===== src/rtl/lanectrl_seq_pkg.sv =====
// Shared command encoding and FSM state type for the
// PF_LANECTRL TX DQS delay-line tap sequencer.
package lanectrl_seq_pkg;

   localparam logic [1:0] CMD_LOAD = 2'b00;
   localparam logic [1:0] CMD_INC  = 2'b01;
   localparam logic [1:0] CMD_DEC  = 2'b10;
   localparam logic [1:0] CMD_GOTO = 2'b11;

   localparam int CNT_W = 8;

   typedef enum logic [2:0] {
      S_IDLE,
      S_GRANT,
      S_PAUSE_PRE,
      S_LOAD,
      S_PAUSE_POST,
      S_MOVE,
      S_GAP,
      S_DONE
   } state_e;

endpackage


===== src/rtl/lanectrl_seq_rr_arb.sv =====
// Two-way round-robin arbiter; the last-winner pointer moves
// only when an operation completes.
module lanectrl_seq_rr_arb (
   input  logic clk,
   input  logic rst_n,
   input  logic req_a,
   input  logic req_b,
   input  logic upd,
   input  logic upd_b,
   output logic gnt,
   output logic gnt_b
);

   logic last_b_q;
   logic last_b_d;

   always_comb begin
      gnt      = req_a | req_b;
      gnt_b    = req_b & (~req_a | ~last_b_q);
      last_b_d = upd ? upd_b : last_b_q;
   end

   // "B served last" after reset so a tie goes to A
   always_ff @(posedge clk or negedge rst_n) begin
      if (!rst_n) last_b_q <= 1'b1;
      else        last_b_q <= last_b_d;
   end

endmodule


===== src/rtl/lanectrl_dly_tap_sequencer.sv =====
// Sequences LOAD / INC / DEC / GOTO operations on the lane TX DQS
// delay line for two round-robin requesters, tracking the tap.
module lanectrl_dly_tap_sequencer
   import lanectrl_seq_pkg::*;
#(
   parameter int TAP_W       = 7,
   parameter int TAP_MAX     = 127,
   parameter int DEFAULT_TAP = 1,
   parameter int MOVE_GAP    = 4,
   parameter int LOAD_HOLD   = 2,
   parameter int PAUSE_LEAD  = 3
) (
   input  logic             SCLK,
   input  logic             RESETN,
   input  logic             REQ_A,
   input  logic [1:0]       CMD_A,
   input  logic [TAP_W-1:0] ARG_A,
   output logic             ACK_A,
   input  logic             REQ_B,
   input  logic [1:0]       CMD_B,
   input  logic [TAP_W-1:0] ARG_B,
   output logic             ACK_B,
   output logic             STATUS_ERR,
   output logic [TAP_W-1:0] TAP_CNT,
   output logic             BUSY,
   input  logic             DELAY_LINE_OOR,
   output logic             DELAY_LINE_SEL,
   output logic             DELAY_LINE_LOAD,
   output logic             DELAY_LINE_DIRECTION,
   output logic             DELAY_LINE_MOVE,
   output logic             HS_IO_CLK_PAUSE
);

   localparam logic [TAP_W-1:0] TAP_MAX_T = TAP_W'(TAP_MAX);
   localparam logic [TAP_W:0]   TAP_MAX_X = (TAP_W+1)'(TAP_MAX);
   localparam logic [TAP_W-1:0] TAP_DEF_T = TAP_W'(DEFAULT_TAP);
   localparam logic [TAP_W-1:0] TAP_ONE   = TAP_W'(1);

   state_e           state_q, state_d;
   logic [1:0]       cmd_q, cmd_d;
   logic [TAP_W-1:0] arg_q, arg_d;
   logic [TAP_W-1:0] tap_q, tap_d;
   logic [TAP_W-1:0] steps_q, steps_d;
   logic [CNT_W-1:0] cnt_q, cnt_d;
   logic             win_b_q, win_b_d;
   logic             dir_q, dir_d;
   logic             err_q, err_d;
   logic             status_q, status_d;
   logic [TAP_W:0]   sum;
   logic             gnt, gnt_b;

   lanectrl_seq_rr_arb u_arb (
      .clk   (SCLK),
      .rst_n (RESETN),
      .req_a (REQ_A),
      .req_b (REQ_B),
      .upd   (state_q == S_DONE),
      .upd_b (win_b_q),
      .gnt   (gnt),
      .gnt_b (gnt_b)
   );

   always_comb begin
      state_d  = state_q;
      cmd_d    = cmd_q;
      arg_d    = arg_q;
      tap_d    = tap_q;
      steps_d  = steps_q;
      cnt_d    = cnt_q;
      win_b_d  = win_b_q;
      dir_d    = dir_q;
      err_d    = err_q;
      status_d = status_q;
      sum      = {1'b0, tap_q} + {1'b0, arg_q};
      unique case (state_q)
         S_IDLE: begin
            if (gnt) begin
               state_d = S_GRANT;
               win_b_d = gnt_b;
               cmd_d   = gnt_b ? CMD_B : CMD_A;
               arg_d   = gnt_b ? ARG_B : ARG_A;
            end
         end
         S_GRANT: begin
            err_d   = 1'b0;
            dir_d   = 1'b0;
            steps_d = '0;
            unique case (cmd_q)
               CMD_INC: begin
                  dir_d = 1'b1;
                  if (sum > TAP_MAX_X) begin
                     steps_d = TAP_MAX_T - tap_q;
                     err_d   = 1'b1;
                  end else begin
                     steps_d = arg_q;
                  end
               end
               CMD_DEC: begin
                  if (arg_q > tap_q) begin
                     steps_d = tap_q;
                     err_d   = 1'b1;
                  end else begin
                     steps_d = arg_q;
                  end
               end
               CMD_GOTO: begin
                  if ({1'b0, arg_q} > TAP_MAX_X) begin
                     err_d = 1'b1;
                  end else if (arg_q > tap_q) begin
                     dir_d   = 1'b1;
                     steps_d = arg_q - tap_q;
                  end else begin
                     steps_d = tap_q - arg_q;
                  end
               end
               CMD_LOAD: ;
            endcase
            if (cmd_q == CMD_LOAD) begin
               state_d = S_PAUSE_PRE;
               cnt_d   = CNT_W'(PAUSE_LEAD - 1);
            end else if (steps_d != '0) begin
               state_d = S_MOVE;
            end else begin
               state_d = S_DONE;
            end
         end
         S_PAUSE_PRE: begin
            cnt_d = cnt_q - 1'b1;
            if (cnt_q == '0) begin
               state_d = S_LOAD;
               cnt_d   = CNT_W'(LOAD_HOLD - 1);
            end
         end
         S_LOAD: begin
            cnt_d = cnt_q - 1'b1;
            if (cnt_q == '0) begin
               state_d = S_PAUSE_POST;
               cnt_d   = CNT_W'(PAUSE_LEAD - 1);
               tap_d   = TAP_DEF_T;
            end
         end
         S_PAUSE_POST: begin
            cnt_d = cnt_q - 1'b1;
            if (cnt_q == '0) state_d = S_DONE;
         end
         S_MOVE: begin
            tap_d   = dir_q ? tap_q + TAP_ONE : tap_q - TAP_ONE;
            steps_d = steps_q - TAP_ONE;
            cnt_d   = CNT_W'(MOVE_GAP - 1);
            state_d = S_GAP;
         end
         S_GAP: begin
            cnt_d = cnt_q - 1'b1;
            // the line refused the last step: undo it and stop
            if (DELAY_LINE_OOR) begin
               tap_d   = dir_q ? tap_q - TAP_ONE : tap_q + TAP_ONE;
               err_d   = 1'b1;
               state_d = S_DONE;
            end else if (cnt_q == '0) begin
               state_d = (steps_q != '0) ? S_MOVE : S_DONE;
            end
         end
         S_DONE: begin
            status_d = err_q;
            state_d  = S_IDLE;
         end
      endcase
   end

   always_ff @(posedge SCLK or negedge RESETN) begin
      if (!RESETN) begin
         state_q  <= S_IDLE;
         cmd_q    <= CMD_LOAD;
         arg_q    <= '0;
         tap_q    <= TAP_DEF_T;
         steps_q  <= '0;
         cnt_q    <= '0;
         win_b_q  <= 1'b0;
         dir_q    <= 1'b0;
         err_q    <= 1'b0;
         status_q <= 1'b0;
      end else begin
         state_q  <= state_d;
         cmd_q    <= cmd_d;
         arg_q    <= arg_d;
         tap_q    <= tap_d;
         steps_q  <= steps_d;
         cnt_q    <= cnt_d;
         win_b_q  <= win_b_d;
         dir_q    <= dir_d;
         err_q    <= err_d;
         status_q <= status_d;
      end
   end

   // direction is live in GRANT so MOVE always sees it set up
   always_comb begin
      BUSY                 = (state_q != S_IDLE);
      DELAY_LINE_SEL       = BUSY;
      DELAY_LINE_DIRECTION = (state_q == S_GRANT) ? dir_d :
                             (BUSY ? dir_q : 1'b0);
      DELAY_LINE_MOVE      = (state_q == S_MOVE);
      DELAY_LINE_LOAD      = (state_q == S_LOAD);
      HS_IO_CLK_PAUSE      = (state_q == S_PAUSE_PRE) ||
                             (state_q == S_LOAD) ||
                             (state_q == S_PAUSE_POST);
      ACK_A                = (state_q == S_DONE) && !win_b_q;
      ACK_B                = (state_q == S_DONE) && win_b_q;
      STATUS_ERR           = (state_q == S_DONE) ? err_q : status_q;
      TAP_CNT              = tap_q;
   end

endmodule


===== config.mk =====
export PLATFORM = sky130hd
export DESIGN_NAME = lanectrl_dly_tap_sequencer
export DESIGN_NICKNAME = d
export VERILOG_FILES = /design/src/rtl/lanectrl_seq_pkg.sv /design/src/rtl/lanectrl_seq_rr_arb.sv /design/src/rtl/lanectrl_dly_tap_sequencer.sv
export SDC_FILE = /design/constraint.sdc
export NUM_CORES = 1
export LEC_CHECK = 0
export BUFFER_PORTS_ARGS = -buffer_cell sky130_fd_sc_hd__clkbuf_2
export CAP_MARGIN = 10
export CORE_MARGIN = 4
export CORE_UTILIZATION = 29
export DETAILED_ROUTE_END_ITERATION = 16
export PLACE_DENSITY = 0.51
export SETUP_SLACK_MARGIN = 0.4
export SYNTH_ARGS = -nofsm -noshare
export SYNTH_HDL_FRONTEND = slang
export SYNTH_HIERARCHICAL = 1
export SYNTH_SLANG_ARGS = --single-unit

===== constraint.sdc =====
create_clock -name SCLK -period 3.35 [get_ports SCLK]
set_input_delay 0.1675 -clock SCLK [delete_from_list [all_inputs] [get_ports SCLK]]
set_output_delay 0.1675 -clock SCLK [all_outputs]
set_load 0.005 [all_outputs]

==> results.toml <==
[worst_setup_path]
start_kind = "register"
cp-startpoint = "arg_q[6]"
end_kind = "register"
arrival_ps = 3060
worstSetupPathType = "reg -> reg"
required_ps = 3550
crit_path_max_fanout = 8
worst_r2r_startpoint = "arg_q[6]"

[sta]
skew_ps = 8.39
worst_pin_slew_ps = 666
max-slew-margin-rel_pct = 55.6
setup-violations-final = 0
fin_hold_ws_ps = 161
rsz0062_at_grt = "true"
final-hold-violation-count = 0
setup-tns-final_ps = 0
period_minus_slack_ps = 2860
maxSlewViolCount = 0
period_share_pct = 85.4
setup_ws_ps = 490
fmax_mhz = 350

[final_layout]
fin_nets = 547
multi_input_area_um2 = 2470
fillCellCount = 1266
drive_above_1_share_pct = 20.1
seq_area_um2 = 980
area_growth_pct = 19.2
fin_util_pct = 35.5
antenna_cells = 0

[route]
wl_per_cell_um = 17.1
ant_nets = 0
vias = 3560
first_pass_iters = 5
drc = 0
drt-total-wl_um = 11300
vias_per_cell = 5.39
drt-initial-drc-count = 353

[clock_tree]
cts-buffers-inserted = 5
clk_pin_slew_ps = 60
clk_latency_ps = 300
htreeDepth = 2
clk_root_buffer_cell = "clkbuf_16"
cts_tree = "done"
clock_path_buffers = 2
numClockSinks = 39

[floorplan]
core_um2 = 12100
ios = 39
num_rows = 40
die_area_um2 = 14200
die_h_um = 119
die_x_um = 119
start_util_pct = 29.8

[placed_design]
dp_hpwl_um = 8330
place_congestion = 0.908
portBuffers = 38
dp_slack_ps = 257

[synth]
async_flop_share_pct = 100
yosys_warnings = 6
synth_edf_count = 0
synth_fp_nets = 504
synth-main-ff-cell = "dfrtp_1"
synth_cells = 448
yosysSeqAreaShare_pct = 27.2
syn_area_per_cell_um2 = 8.02
synth-seq-cells = 39
syn_area_um2 = 3590
synth.distinct_cells = 70

[grt]
grt_antenna_before_repair = 0
grt_max_degree = 40
grt_pass1_wl_um = 18100
grt.total_usage_pct = 15.9
first_global_vias = 3459
grt-ovfl-total = 0

[pwr]
power.density_nw_per_um2 = 1090
p_leak_uw = 0.00192
vdd_drop_max_v = 0.000338

[run_status]
outcome = "finished, final reports clean"

[run]
max_cap_violations = 0

[worst_hold_path]
hp-class = "in -> reg"
min_from = "CMD_A[0]"
## worst max-delay path, cell delays in order (launching register included)
cell and delay (ps):
dfrtp_1 470, ha_1 400, a21o_1 260, o31ai_4 480, nor2_4 90, a221o_1 380, a221oi_2 310, nand4_1 170
o32ai_2 220
## final cells by class
type / instances / area share [%]
inverters: 32 / 2.81
multi-input cells: 357 / 57.8
flip-flops and latches: 39 / 22.9
well taps: 168 / 4.91
clock inverters: 3 / 1.02
repair buffers: 56 / 7.66
clock buffers: 5 / 2.92
## registers in the layout (all words and copies together) (netlist names), 2 cells and up
| signal | cells |
|---|---|
| arg_q | 7 |
| TAP_CNT | 7 |
| cnt_q | 8 |
| state_q | 3 |
| steps_q | 7 |
| cmd_q | 2 |
## report_power, final
group	internal (uW)	switching [uW]
clock network	352	223
registers	682	279
logic	1240	1870
## repair_timing
| action | in CTS | in global routing |
|---|---|---|
| pin swaps | 0 | 3 |
| hold buffers | 1 | 0 |
| endpoints found under the setup margin | 3 | 5 |
| endpoints found under the hold margin | 37 | 0 |
| resized for setup | 3 | 12 |
| buffers inserted | 1 | 4 |
## synth_stat cells (2+ instances only)
master | count | share of area (%)
o21ai_0 | 32 | 4.5
buf_1 | 2 | 0.21
o221a_1 | 2 | 0.63
and3_1 | 4 | 0.70
fa_1 | 2 | 1.1
buf_4 | 3 | 0.63
a22oi_1 | 4 | 0.84
nor2_2 | 2 | 0.35
a31oi_1 | 14 | 2.4
dfstp_2 | 2 | 1.5
clkbuf_1 | 11 | 1.1
nand2_1 | 42 | 4.4
o221ai_1 | 2 | 0.49
or3_1 | 6 | 1.0
dfrtp_1 | 37 | 26
a21oi_1 | 40 | 5.6
o221a_2 | 4 | 1.3
and2_1 | 6 | 1.0
or2_2 | 3 | 0.52
buf_2 | 3 | 0.42
nor2_1 | 36 | 3.8
ha_1 | 31 | 11
xnor2_1 | 3 | 0.73
nand4_1 | 5 | 0.87
nand3_1 | 17 | 2.4
mux2_2 | 3 | 0.94
nor2b_1 | 5 | 0.87
a21o_1 | 6 | 1.3
o211ai_1 | 3 | 0.63
a22o_1 | 5 | 1.2
nand2b_1 | 6 | 1.0
a211oi_1 | 2 | 0.42
a21boi_0 | 3 | 0.63
mux2i_1 | 12 | 3.3
nor3_1 | 11 | 1.5
o22ai_1 | 8 | 1.4
nor4_1 | 4 | 0.70
inv_1 | 32 | 3.3
o21ai_1 | 4 | 0.56
## stage by stage
| step | cell area [um^2] | cells | power (uW) |
|---|---|---|---|
| final | 4280 | 660 | 4640 |
| after global routing | 4280 | 660 | 5050 |
| after CTS | 4180 | 656 | 4480 |
| after detailed placement | 3980 | 646 | 3860 |
| after global placement | 3980 | 646 | 3850 |
| after floorplan | 3590 | 448 | 3070 |
## layout by cell type, fill, tap and decap left out, types with 5 or more instances in the layout
cell,instances
mux2i_1,12
nand2_1,42
and2_1,6
dfrtp_1,36
nor2b_1,5
clkbuf_16,5
or3_1,5
o22ai_1,8
a31oi_1,14
ha_1,26
a21oi_1,39
a22o_1,5
nor3_1,11
nand3_1,17
a21o_1,6
nor2_1,36
nand4_1,5
clkbuf_2,38
buf_4,17
nand2b_1,6
inv_1,32
o21ai_0,32
## worst paths after layout
path | to | slack (ps) | depth (start not counted)
max | state_q[1] | 490 | 8
min | cmd_q[0] | 160 | 3
max reg2reg | state_q[1] | 490 | 8
min reg2reg | status_q | 480 | 2
max in group asynchronous | TAP_CNT[5] | 2440 | 3
min in group asynchronous | dir_q | 500 | 3
## layer usage
| layer | global-route usage, % | routed length (um) | part of all wire [%] |
|---|---|---|---|
| met1 | 21.8 | 5200 | 46 |
| met2 | 25.4 | 5260 | 47 |
| met3 | 2.37 | 548 | 4.9 |
| met4 | 5.87 | 291 | 2.6 |
| met5 | 0 | 0 | 0 |
## cell families after synthesis
kind of cell | after synthesis | share of synthesized area (%)
XOR/XNOR | 3 | 0.732
adder cells (fa/ha/maj) | 33 | 11.9
AO/OA/AOI/OAI | 149 | 28.0
AND/OR/NAND/NOR | 156 | 21.4
buffers and inverters | 52 | 6.06
multiplexers | 16 | 4.70
flip-flops | 39 | 27.2
(Power assumes the default switching activity.)
